==> src/rtl/inst_aligner.sv <==
// inst_aligner: fetch-to-decode realignment buffer for RV32IMC.
// Accepts 32-bit fetch words, queues them as 16-bit halfwords and hands
// decode one whole instruction (16-bit compressed or 32-bit, possibly
// straddling two fetch words) per cycle, together with its PC.
//
// Handshakes (both ports): a transfer happens on a rising edge where the
// producer's valid and the consumer's ready are both high. The fetch side
// additionally drops the transfer when i_flush is high. Neither ready depends
// combinationally on the other side's valid: o_fetch_ready depends only on
// buffered occupancy and i_flush. o_inst_valid depends only on buffered state
// and i_flush, never on the fetch inputs.
module inst_aligner #(
  parameter int HW_DEPTH = 8  // halfword capacity; even and at least 4
) (
  input  logic        clk,
  input  logic        rst,
  input  logic        i_flush,
  input  logic        i_fetch_valid,
  input  logic [31:0] i_fetch_pc,
  input  logic [31:0] i_fetch_word,
  output logic        o_fetch_ready,
  output logic        o_inst_valid,
  output logic [31:0] o_inst,
  output logic [31:0] o_inst_pc,
  output logic        o_inst_compressed,
  input  logic        i_inst_ready
);

  localparam int PW = $clog2(HW_DEPTH);
  localparam int CW = $clog2(HW_DEPTH + 1);
  // Highest occupancy that still leaves room for a full two-halfword push.
  localparam logic [CW-1:0] READY_MAX = CW'(HW_DEPTH - 2);

  // Circular pointer advance; HW_DEPTH need not be a power of two.
  function automatic logic [PW-1:0] ptr_add(input logic [PW-1:0] p, input int n);
    int s;
    s = int'(p) + n;
    if (s >= HW_DEPTH) s = s - HW_DEPTH;
    return s[PW-1:0];
  endfunction

  // ---------------------------------------------------------------------
  // State
  // ---------------------------------------------------------------------
  logic [15:0]   mem_q [HW_DEPTH];
  logic [PW-1:0] head_q, head_d;
  logic [PW-1:0] tail_q, tail_d;
  logic [CW-1:0] count_q, count_d;
  logic [31:0]   head_pc_q, head_pc_d;

  // ---------------------------------------------------------------------
  // Head decode (purely from registered state)
  // ---------------------------------------------------------------------
  logic [PW-1:0] head_p1;
  logic [PW-1:0] tail_p1;
  logic [15:0]   h0;
  logic [15:0]   h1;
  logic          head_is_comp;
  logic          not_empty;
  logic          avail;

  assign head_p1      = ptr_add(head_q, 1);
  assign tail_p1      = ptr_add(tail_q, 1);
  assign h0           = mem_q[head_q];
  assign h1           = mem_q[head_p1];
  assign head_is_comp = (h0[1:0] != 2'b11);
  assign not_empty    = (count_q != '0);
  // A 32-bit instruction needs both halves present; anything whose low bits
  // are 11 is treated as 32-bit (longer encodings are decode's problem).
  assign avail        = not_empty && (head_is_comp || (count_q >= CW'(2)));

  // ---------------------------------------------------------------------
  // Handshakes
  // ---------------------------------------------------------------------
  logic          accept;
  logic          pop;
  logic [CW-1:0] push_cnt;
  logic [CW-1:0] pop_cnt;
  logic [CW-1:0] count_after_pop;

  // Backpressure looks at occupancy before any same-cycle pop, so it has no
  // path from i_inst_ready.
  assign o_fetch_ready = (count_q <= READY_MAX) && !i_flush;
  assign o_inst_valid  = avail && !i_flush;

  assign accept = i_fetch_valid && o_fetch_ready;
  assign pop    = o_inst_valid && i_inst_ready;

  // Halfwords added / removed on this edge.
  always_comb begin
    push_cnt = '0;
    pop_cnt  = '0;
    if (accept) push_cnt = i_fetch_pc[1] ? CW'(1) : CW'(2);
    if (pop)    pop_cnt  = head_is_comp ? CW'(1) : CW'(2);
  end

  assign count_after_pop = count_q - pop_cnt;

  // Output formatting; an empty buffer shows all-zero instruction fields.
  assign o_inst            = !not_empty   ? 32'h0 :
                             head_is_comp ? {16'h0, h0} : {h1, h0};
  assign o_inst_compressed = not_empty && head_is_comp;
  assign o_inst_pc         = head_pc_q;

  // Bit 0 of the fetch PC carries no information for halfword-aligned code.
  logic unused_fetch_pc0;
  assign unused_fetch_pc0 = i_fetch_pc[0];

  // ---------------------------------------------------------------------
  // Next-state computation
  // ---------------------------------------------------------------------
  // Pointer, occupancy and head PC next-state, with flush overriding.
  always_comb begin
    head_d    = head_q;
    tail_d    = tail_q;
    count_d   = count_q;
    head_pc_d = head_pc_q;
    if (i_flush) begin
      // Buffered halfwords are discarded; head_pc is left stale and is
      // reloaded by the next accepted word because count will be zero.
      head_d  = '0;
      tail_d  = '0;
      count_d = '0;
    end else begin
      if (pop) begin
        head_d    = ptr_add(head_q, head_is_comp ? 1 : 2);
        head_pc_d = head_pc_q + (head_is_comp ? 32'd2 : 32'd4);
      end
      if (accept) begin
        tail_d = ptr_add(tail_q, i_fetch_pc[1] ? 1 : 2);
        // A word landing in an (about to be) empty buffer defines the PC
        // of the new head; otherwise the stream is assumed sequential.
        if (count_after_pop == '0) head_pc_d = {i_fetch_pc[31:1], 1'b0};
      end
      count_d = count_after_pop + push_cnt;
    end
  end

  // ---------------------------------------------------------------------
  // Registers
  // ---------------------------------------------------------------------
  // Control state: pointers, occupancy, head PC.
  always_ff @(posedge clk) begin
    if (rst) begin
      head_q    <= '0;
      tail_q    <= '0;
      count_q   <= '0;
      head_pc_q <= '0;
    end else begin
      head_q    <= head_d;
      tail_q    <= tail_d;
      count_q   <= count_d;
      head_pc_q <= head_pc_d;
    end
  end

  // Halfword storage; contents are only meaningful below count, so no reset.
  always_ff @(posedge clk) begin
    if (!rst && accept) begin
      if (i_fetch_pc[1]) begin
        mem_q[tail_q] <= i_fetch_word[31:16];
      end else begin
        mem_q[tail_q]  <= i_fetch_word[15:0];
        mem_q[tail_p1] <= i_fetch_word[31:16];
      end
    end
  end

endmodule

==> config.mk <==
export PLATFORM = sky130hd
export DESIGN_NAME = inst_aligner
export DESIGN_NICKNAME = d
export VERILOG_FILES = /design/src/rtl/inst_aligner.sv
export SDC_FILE = /design/constraint.sdc
export NUM_CORES = 1
export LEC_CHECK = 0
export ABC_AREA = 0
export CAP_MARGIN = 25
export CORE_ASPECT_RATIO = 1.25
export CORE_MARGIN = 1.5
export CORE_UTILIZATION = 30
export DETAILED_ROUTE_END_ITERATION = 6
export DONT_BUFFER_PORTS = 1
export GPL_ROUTABILITY_DRIVEN = 1
export HOLD_SLACK_MARGIN = 0.08
export SYNTH_ARGS = -nofsm -noshare
export SYNTH_HDL_FRONTEND = slang
export SYNTH_SLANG_ARGS = --single-unit
==> constraint.sdc <==
create_clock -name clk -period 4.2 [get_ports clk]
set_clock_uncertainty 0.15 [all_clocks]
set_input_delay 0.63 -clock clk [delete_from_list [all_inputs] [get_ports clk]]
set_output_delay 0.63 -clock clk [all_outputs]
set_load 0.05 [all_outputs]
# Word-level counts from Yosys, hierarchy flattened
# Memory sizes are Yosys's and may differ from the RTL's. A register that Yosys moved wholly into a read port is not among the register bits.
# Cells that the tools add are included.
# op_classes
eq_ne,1
bitwise,1
magnitude_cmp,6
addsub,11
mul,0
n_reduce_logical,13
div,0
n_mux,25
shifts,0
# op_table
op,count
two-way mux 32 bit,5
adder 32 x 3 -> 32 bit,1
two-way mux 3 bit,7
">= comparator 4 bit, second input constant",4
two-way mux 16 bit,1
two-way mux 2 bit,6
"subtractor 3 x 1 -> 3 bit, second input constant",4
"adder 3 x 1 -> 4 bit, second input constant",2
adder 3 x 2 -> 4 bit,2
logical AND 1 bit,7
two-way mux 1 bit,6
adder 4 bit,1
">= comparator 4 x 2 -> 1 bit, second input constant",1
"less-or-equal comparator 4 x 3 -> 1 bit, second input constant",1
zero test 4 bit,1
nonzero test 4 bit,1
subtractor 4 bit,1
zero test 1 bit,2
"!= test 2 bit, second input constant",1
OR reduction 2 bit,1
logical OR 1 bit,1
OR 1 bit,1
# totals
mem_bits_ro,0
n_memories,1
latchBits,0
ram_bits,128
register_bits,42
output_inout_bits,67
# mem_list
name,depth,width,read_ports,rd_clocked_by_memory_dff,write_ports,line,rtl
mem_q,8,16,2,1,2,45,logic [15:0] mem_q [HW_DEPTH];

# Logic depth before layout (Yosys ltp)
# logic_depth
ltp_word,10
mapped_depth,17
mapped_depth_nobuf,14

# Worst setup path after synthesis
# Ideal clock, no wire load.
# synth_timing
path_type,input -> register
startpoint,in i_flush
endpoint,mem mem_q[0][0] (enable)
path_stages,4
path_buffers,0
path_slack_ps,-464
t_arrival_ps,4099
required_ps,3636
cell_sequence,a311oi_1 nand2_1 or3_1 o31ai_1
# synth_rtl
element,line,rtl
"start, declared",17,"input logic i_flush,"
"end, declared",45,

==> impl_results.html <==
<table>
<tr><th>Metric</th><th>Value</th></tr>
<tr><th colspan="2">Logic synthesis</th></tr>
<tr><td>Post-synthesis cell type count</td><td>62</td></tr>
<tr><td>Yosys warnings</td><td>0</td></tr>
<tr><td>Async set-reset flop share out of synthesis</td><td>0</td></tr>
<tr><td>Post-synthesis instance area</td><td>10200 um2</td></tr>
<tr><td>Number of enable-type register cells in the synthesized netlist</td><td>128</td></tr>
<tr><td>Net count after synthesis</td><td>1058</td></tr>
<tr><td>Register bit count reported by yosys</td><td>roughly 170</td></tr>
<tr><td>Commonest register cell after synthesis</td><td>sky130_fd_sc_hd__edfxtp_1</td></tr>
<tr><td>Average cell area after synthesis</td><td>around 10 um2</td></tr>
<tr><td>Sequential fraction of the synthesis area</td><td>0.463</td></tr>
<tr><td>Gate count of the mapped netlist</td><td>between 900 and 1000</td></tr>
<tr><th colspan="2">Power</th></tr>
<tr><td>Cell internal pwr</td><td>a little under 0.003 W</td></tr>
<tr><td>Clock share of power</td><td>0.409</td></tr>
<tr><td>Switching fraction of total power</td><td>0.277</td></tr>
<tr><td>Sequential Power Share</td><td>0.491</td></tr>
<tr><td>Worst-case vdd ir drop</td><td>0.000306 V</td></tr>
<tr><td>Relative contribution of combinational cells to total power</td><td>0.100</td></tr>
<tr><td>Static Leakage</td><td>between 3 and 4 nW</td></tr>
<tr><td>PwrDens</td><td>344 nW/um2</td></tr>
<tr><td>P_sw</td><td>0.00112 W</td></tr>
<tr><th colspan="2">Clock tree</th></tr>
<tr><td>Clock Pin Slew Worst Setup and Hold Paths</td><td>0.08 ns</td></tr>
<tr><td>Cell at the root of the clock tree</td><td>sky130_fd_sc_hd__clkbuf_16</td></tr>
<tr><td>Count of hold-fix buffers inserted at cts</td><td>0</td></tr>
<tr><td>Num Clock Sinks</td><td>between 150 and 200</td></tr>
<tr><td>CTS H-tree depth</td><td>4</td></tr>
<tr><td>CTS tree</td><td>yes</td></tr>
<tr><td>Number of buffers added by the clock tree synthesis step</td><td>17</td></tr>
<tr><td>Total setup buffers inserted after CTS</td><td>0</td></tr>
<tr><td>Number of gates given a new drive strength after cts</td><td>0</td></tr>
<tr><td>Source-to-sink clock delay at the later pin of the worst-skew pair</td><td>0.43 ns</td></tr>
<tr><td>Number of buffers between clock root and the deepest sink</td><td>2</td></tr>
<tr><th colspan="2">Detailed routing</th></tr>
<tr><td>Drt total wl</td><td>between 20000 and 30000 um</td></tr>
<tr><td>Post-detailed-route DRC marker count</td><td>0</td></tr>
<tr><td>DR vias/cell</td><td>5.59</td></tr>
<tr><td>Drt pass-1 iters</td><td>5</td></tr>
<tr><td>Average routed wire per standard cell</td><td>20.9 um</td></tr>
<tr><td>DR iter-0 viols</td><td>693</td></tr>
<tr><td>Routed via count</td><td>between 7000 and 8000</td></tr>
<tr><td>Number of nets still failing antenna checks after routing</td><td>0</td></tr>
<tr><th colspan="2">Floorplan</th></tr>
<tr><td>Chip Height</td><td>209 um</td></tr>
<tr><td>Overall die area</td><td>35100 um2</td></tr>
<tr><td>Number of I/O pins</td><td>between 100 and 150</td></tr>
<tr><td>Effective utilization at floorplan</td><td>0.305</td></tr>
<tr><td>Die Wd</td><td>168 um</td></tr>
<tr><td>Standard-cell row count</td><td>75</td></tr>
<tr><td>Core region area</td><td>33500 um2</td></tr>
<tr><th colspan="2">Cells and area</th></tr>
<tr><td>Layout overhead on the synthesized area</td><td>14.8%</td></tr>
<tr><td>Fraction of layout instances using a drive strength above 1</td><td>0.206</td></tr>
<tr><td>Final non-filler cell area</td><td>11700 um2</td></tr>
<tr><td>Final cell count without fillers</td><td>1423</td></tr>
<tr><td>Final Net Count</td><td>~1100</td></tr>
<tr><td>Diode insertion count for antenna repair</td><td>0</td></tr>
<tr><td>Final core utilization</td><td>0.350</td></tr>
<tr><th colspan="2">Placement</th></tr>
<tr><td>Count of buffers inserted at the top-level ports</td><td>0</td></tr>
<tr><td>Cell area after placement</td><td>11100 um2</td></tr>
<tr><td>Half-perimeter wire length after detailed placement</td><td>20000 um</td></tr>
<tr><td>Post-placement setup slack</td><td>between 0.06 and 0.07 ns</td></tr>
<tr><td>GPL Wtd Cong</td><td>0.841</td></tr>
<tr><td>Placed cells</td><td>1391</td></tr>
<tr><th colspan="2">GRT</th></tr>
<tr><td>Overflow left after global routing</td><td>0</td></tr>
<tr><td>Initial antenna violation count</td><td>0</td></tr>
<tr><td>Global Route Usage Sum</td><td>0.173</td></tr>
<tr><td>Wire length of the first global-routing pass</td><td>46300 um</td></tr>
<tr><td>Maximum number of pins on one net before global-route repair</td><td>40</td></tr>
<tr><td>Number of global-route vias before repair</td><td>7961</td></tr>
<tr><th colspan="2">Critical path</th></tr>
<tr><td>Register-to-Register Path Depth</td><td>14</td></tr>
<tr><td>CP max stage delay</td><td>approximately 0.54 ns</td></tr>
<tr><td>Classification of the worst setup path</td><td>flip-flop to flip-flop</td></tr>
<tr><td>Cell type of the slowest stage on the worst timing path</td><td>sky130_fd_sc_hd__mux4_2</td></tr>
<tr><td>Worst EP arrival</td><td>4.22 ns</td></tr>
<tr><td>Kind of start point of the critical path</td><td>flip-flop</td></tr>
<tr><td>Maximum net fanout on the critical path</td><td>29</td></tr>
<tr><td>Data required time of the worst path</td><td>4.40 ns</td></tr>
<tr><td>Critical path, cell by cell</td><td>mux4_2 -&gt; mux2_2 -&gt; a21oi_1 -&gt; buf_4 -&gt; a21o_1 -&gt; nand2_1 -&gt; ha_1 -&gt; nor2b_1 -&gt; or4_1 -&gt; nand3_1 -&gt; nor2_2 -&gt; buf_12 -&gt; or4b_1 -&gt; a31oi_1</td></tr>
<tr><td>Capturing element type of the critical path</td><td>flip-flop</td></tr>
<tr><th colspan="2">Timing</th></tr>
<tr><td>Minimum period implied by the final worst setup slack</td><td>just over 4 ns</td></tr>
<tr><td>Achievable frequency</td><td>249 MHz</td></tr>
<tr><td>Setup TNS Final</td><td>0 ns</td></tr>
<tr><td>Final clock period utilization by the worst path</td><td>0.957</td></tr>
<tr><td>Final hold violations</td><td>0</td></tr>
<tr><td>Final Max Slew Viols</td><td>0</td></tr>
<tr><td>Final setup slack of the worst path</td><td>0.179 ns</td></tr>
<tr><td>Worst Tran Pin Value</td><td>0.937 ns</td></tr>
<tr><td>Final setup violation count</td><td>0</td></tr>
<tr><td>Max-Slew Margin vs Limit</td><td>0.375</td></tr>
<tr><td>Setup repair after global routing missed its margin</td><td>no</td></tr>
<tr><th colspan="2">Run</th></tr>
<tr><td>Maximum Capacitance Violations</td><td>0</td></tr>
<tr><th colspan="2">Worst hold path</th></tr>
<tr><td>Hold Path Class</td><td>primary input to flip-flop</td></tr>
<tr><td>Hold-critical path depth</td><td>1</td></tr>
<tr><th colspan="2">Status</th></tr>
<tr><td>Result of the run</td><td>completed</td></tr>
</table>
[worst max-delay path, delay by kind of cell, from the launching register on]
kind | cells | cell delay [ns]
and+or+nand+nor | 6 | 1.41
muxes | 2 | 0.88
AOI/OAI and AO/OA | 3 | 0.46
DFF | 1 | 0.40
buffers and inverters | 2 | 0.32
adders and majority gates | 1 | 0.31
[cell families (layout without fill, tap and decap cells)]
kind of cell | Yosys count | in the layout | synth area share
buf+inv | 96 | 122 | 0.0373
mux | 100 | 100 | 0.177
flops | 172 | 172 | 0.463
fa+ha+maj | 15 | 15 | 0.0221
other cells | 1 | 1 | 0.000368
xor+xnor | 16 | 16 | 0.0137
simple gates | 334 | 334 | 0.148
compound gates | 240 | 240 | 0.139
[synth_stat cells, drive strengths merged (13+ instances only)]
cell type  count  share of area
a21oi        161          0.079
a31oi         13         0.0080
buf           18         0.0086
clkbuf        66          0.024
dfxtp         44          0.086
edfxtp       128           0.38
mux2i         33          0.032
mux4          64           0.14
nand2         77          0.028
nand3         17         0.0083
nor2         171          0.063
o21ai         13         0.0064
[metal layers]
layer  vias up  track usage  routed length [um]
met5         -            0                   0
met1      3874        0.215               11900
met2       355        0.297               14700
met4         0       0.0581                 776
li1       3671            -                   -
met3        56       0.0377                2400
[layout by cell type, fill, tap and decap left out, drive strengths merged, types with 4 or more instances in the layout]
master and count:
a2111oi 4, a211oi 10, a21oi 161, a311oi 4, a31oi 13, and2 5, and3 6, and4 4
buf 78, clkbuf 17, clkinv 4, dfxtp 44, edfxtp 128, fa 5, ha 10, inv 21
mux2i 33, mux4 64, nand2 77, nand2b 6, nand3 17, nand3b 6, nor2 171, nor2b 5
nor3 4, o211ai 12, o21ai 13, or2 4, or3 5, or4 8, xnor2 11, xor2 5
[metrics by stage]
stage,total power (W),hold slack (ns)
final,0.00403,0.109
after global routing,0.00416,0.0920
after CTS,0.00405,0.0882
after detailed placement,0.00242,0.359
after global placement,0.00241,0.356
after floorplan,0.00231,0.337
[state kept, by name (all words and copies together) (netlist names), named ones only]
signal / count
count_q: 4
head_q: 3
mem_q: 128
o_inst_pc: 31
tail_q: 3
[power groups by stage]
stage | Sequential [W] | Clock [W] | Combinational (W)
after detailed placement | 0.00202 | 0 | 0.000401
after CTS | 0.00198 | 0.00167 | 0.000403
after global routing | 0.00198 | 0.00173 | 0.000443
after global placement | 0.00201 | 0 | 0.000394
after floorplan | 0.00202 | 0 | 0.000296
final | 0.00198 | 0.00165 | 0.000404
[final cells by class]
cell class | instances | area [um2]
clock buffers | 17 | 425
well taps | 423 | 529
inverters | 12 | 45.0
flip-flops and latches | 172 | 4730
fillers | 3315 | 21800
repair buffers | 78 | 606
clock inverters | 15 | 176
multi-input cells | 706 | 5200
[final timing paths]
kind | start | end | slack [ns]
setup / recovery | flip-flop | o_inst_pc[19]$_SDFFE_PP0N_ | 0.18
hold / removal | rst | o_inst_pc[14]$_SDFFE_PP0N_ | 0.11
setup reg to reg | flip-flop | o_inst_pc[19]$_SDFFE_PP0N_ | 0.18
hold reg to reg | head_q[1]$_SDFFE_PP0N_ | flip-flop | 0.38
Note: power is estimated with default switching activity, not from simulation.
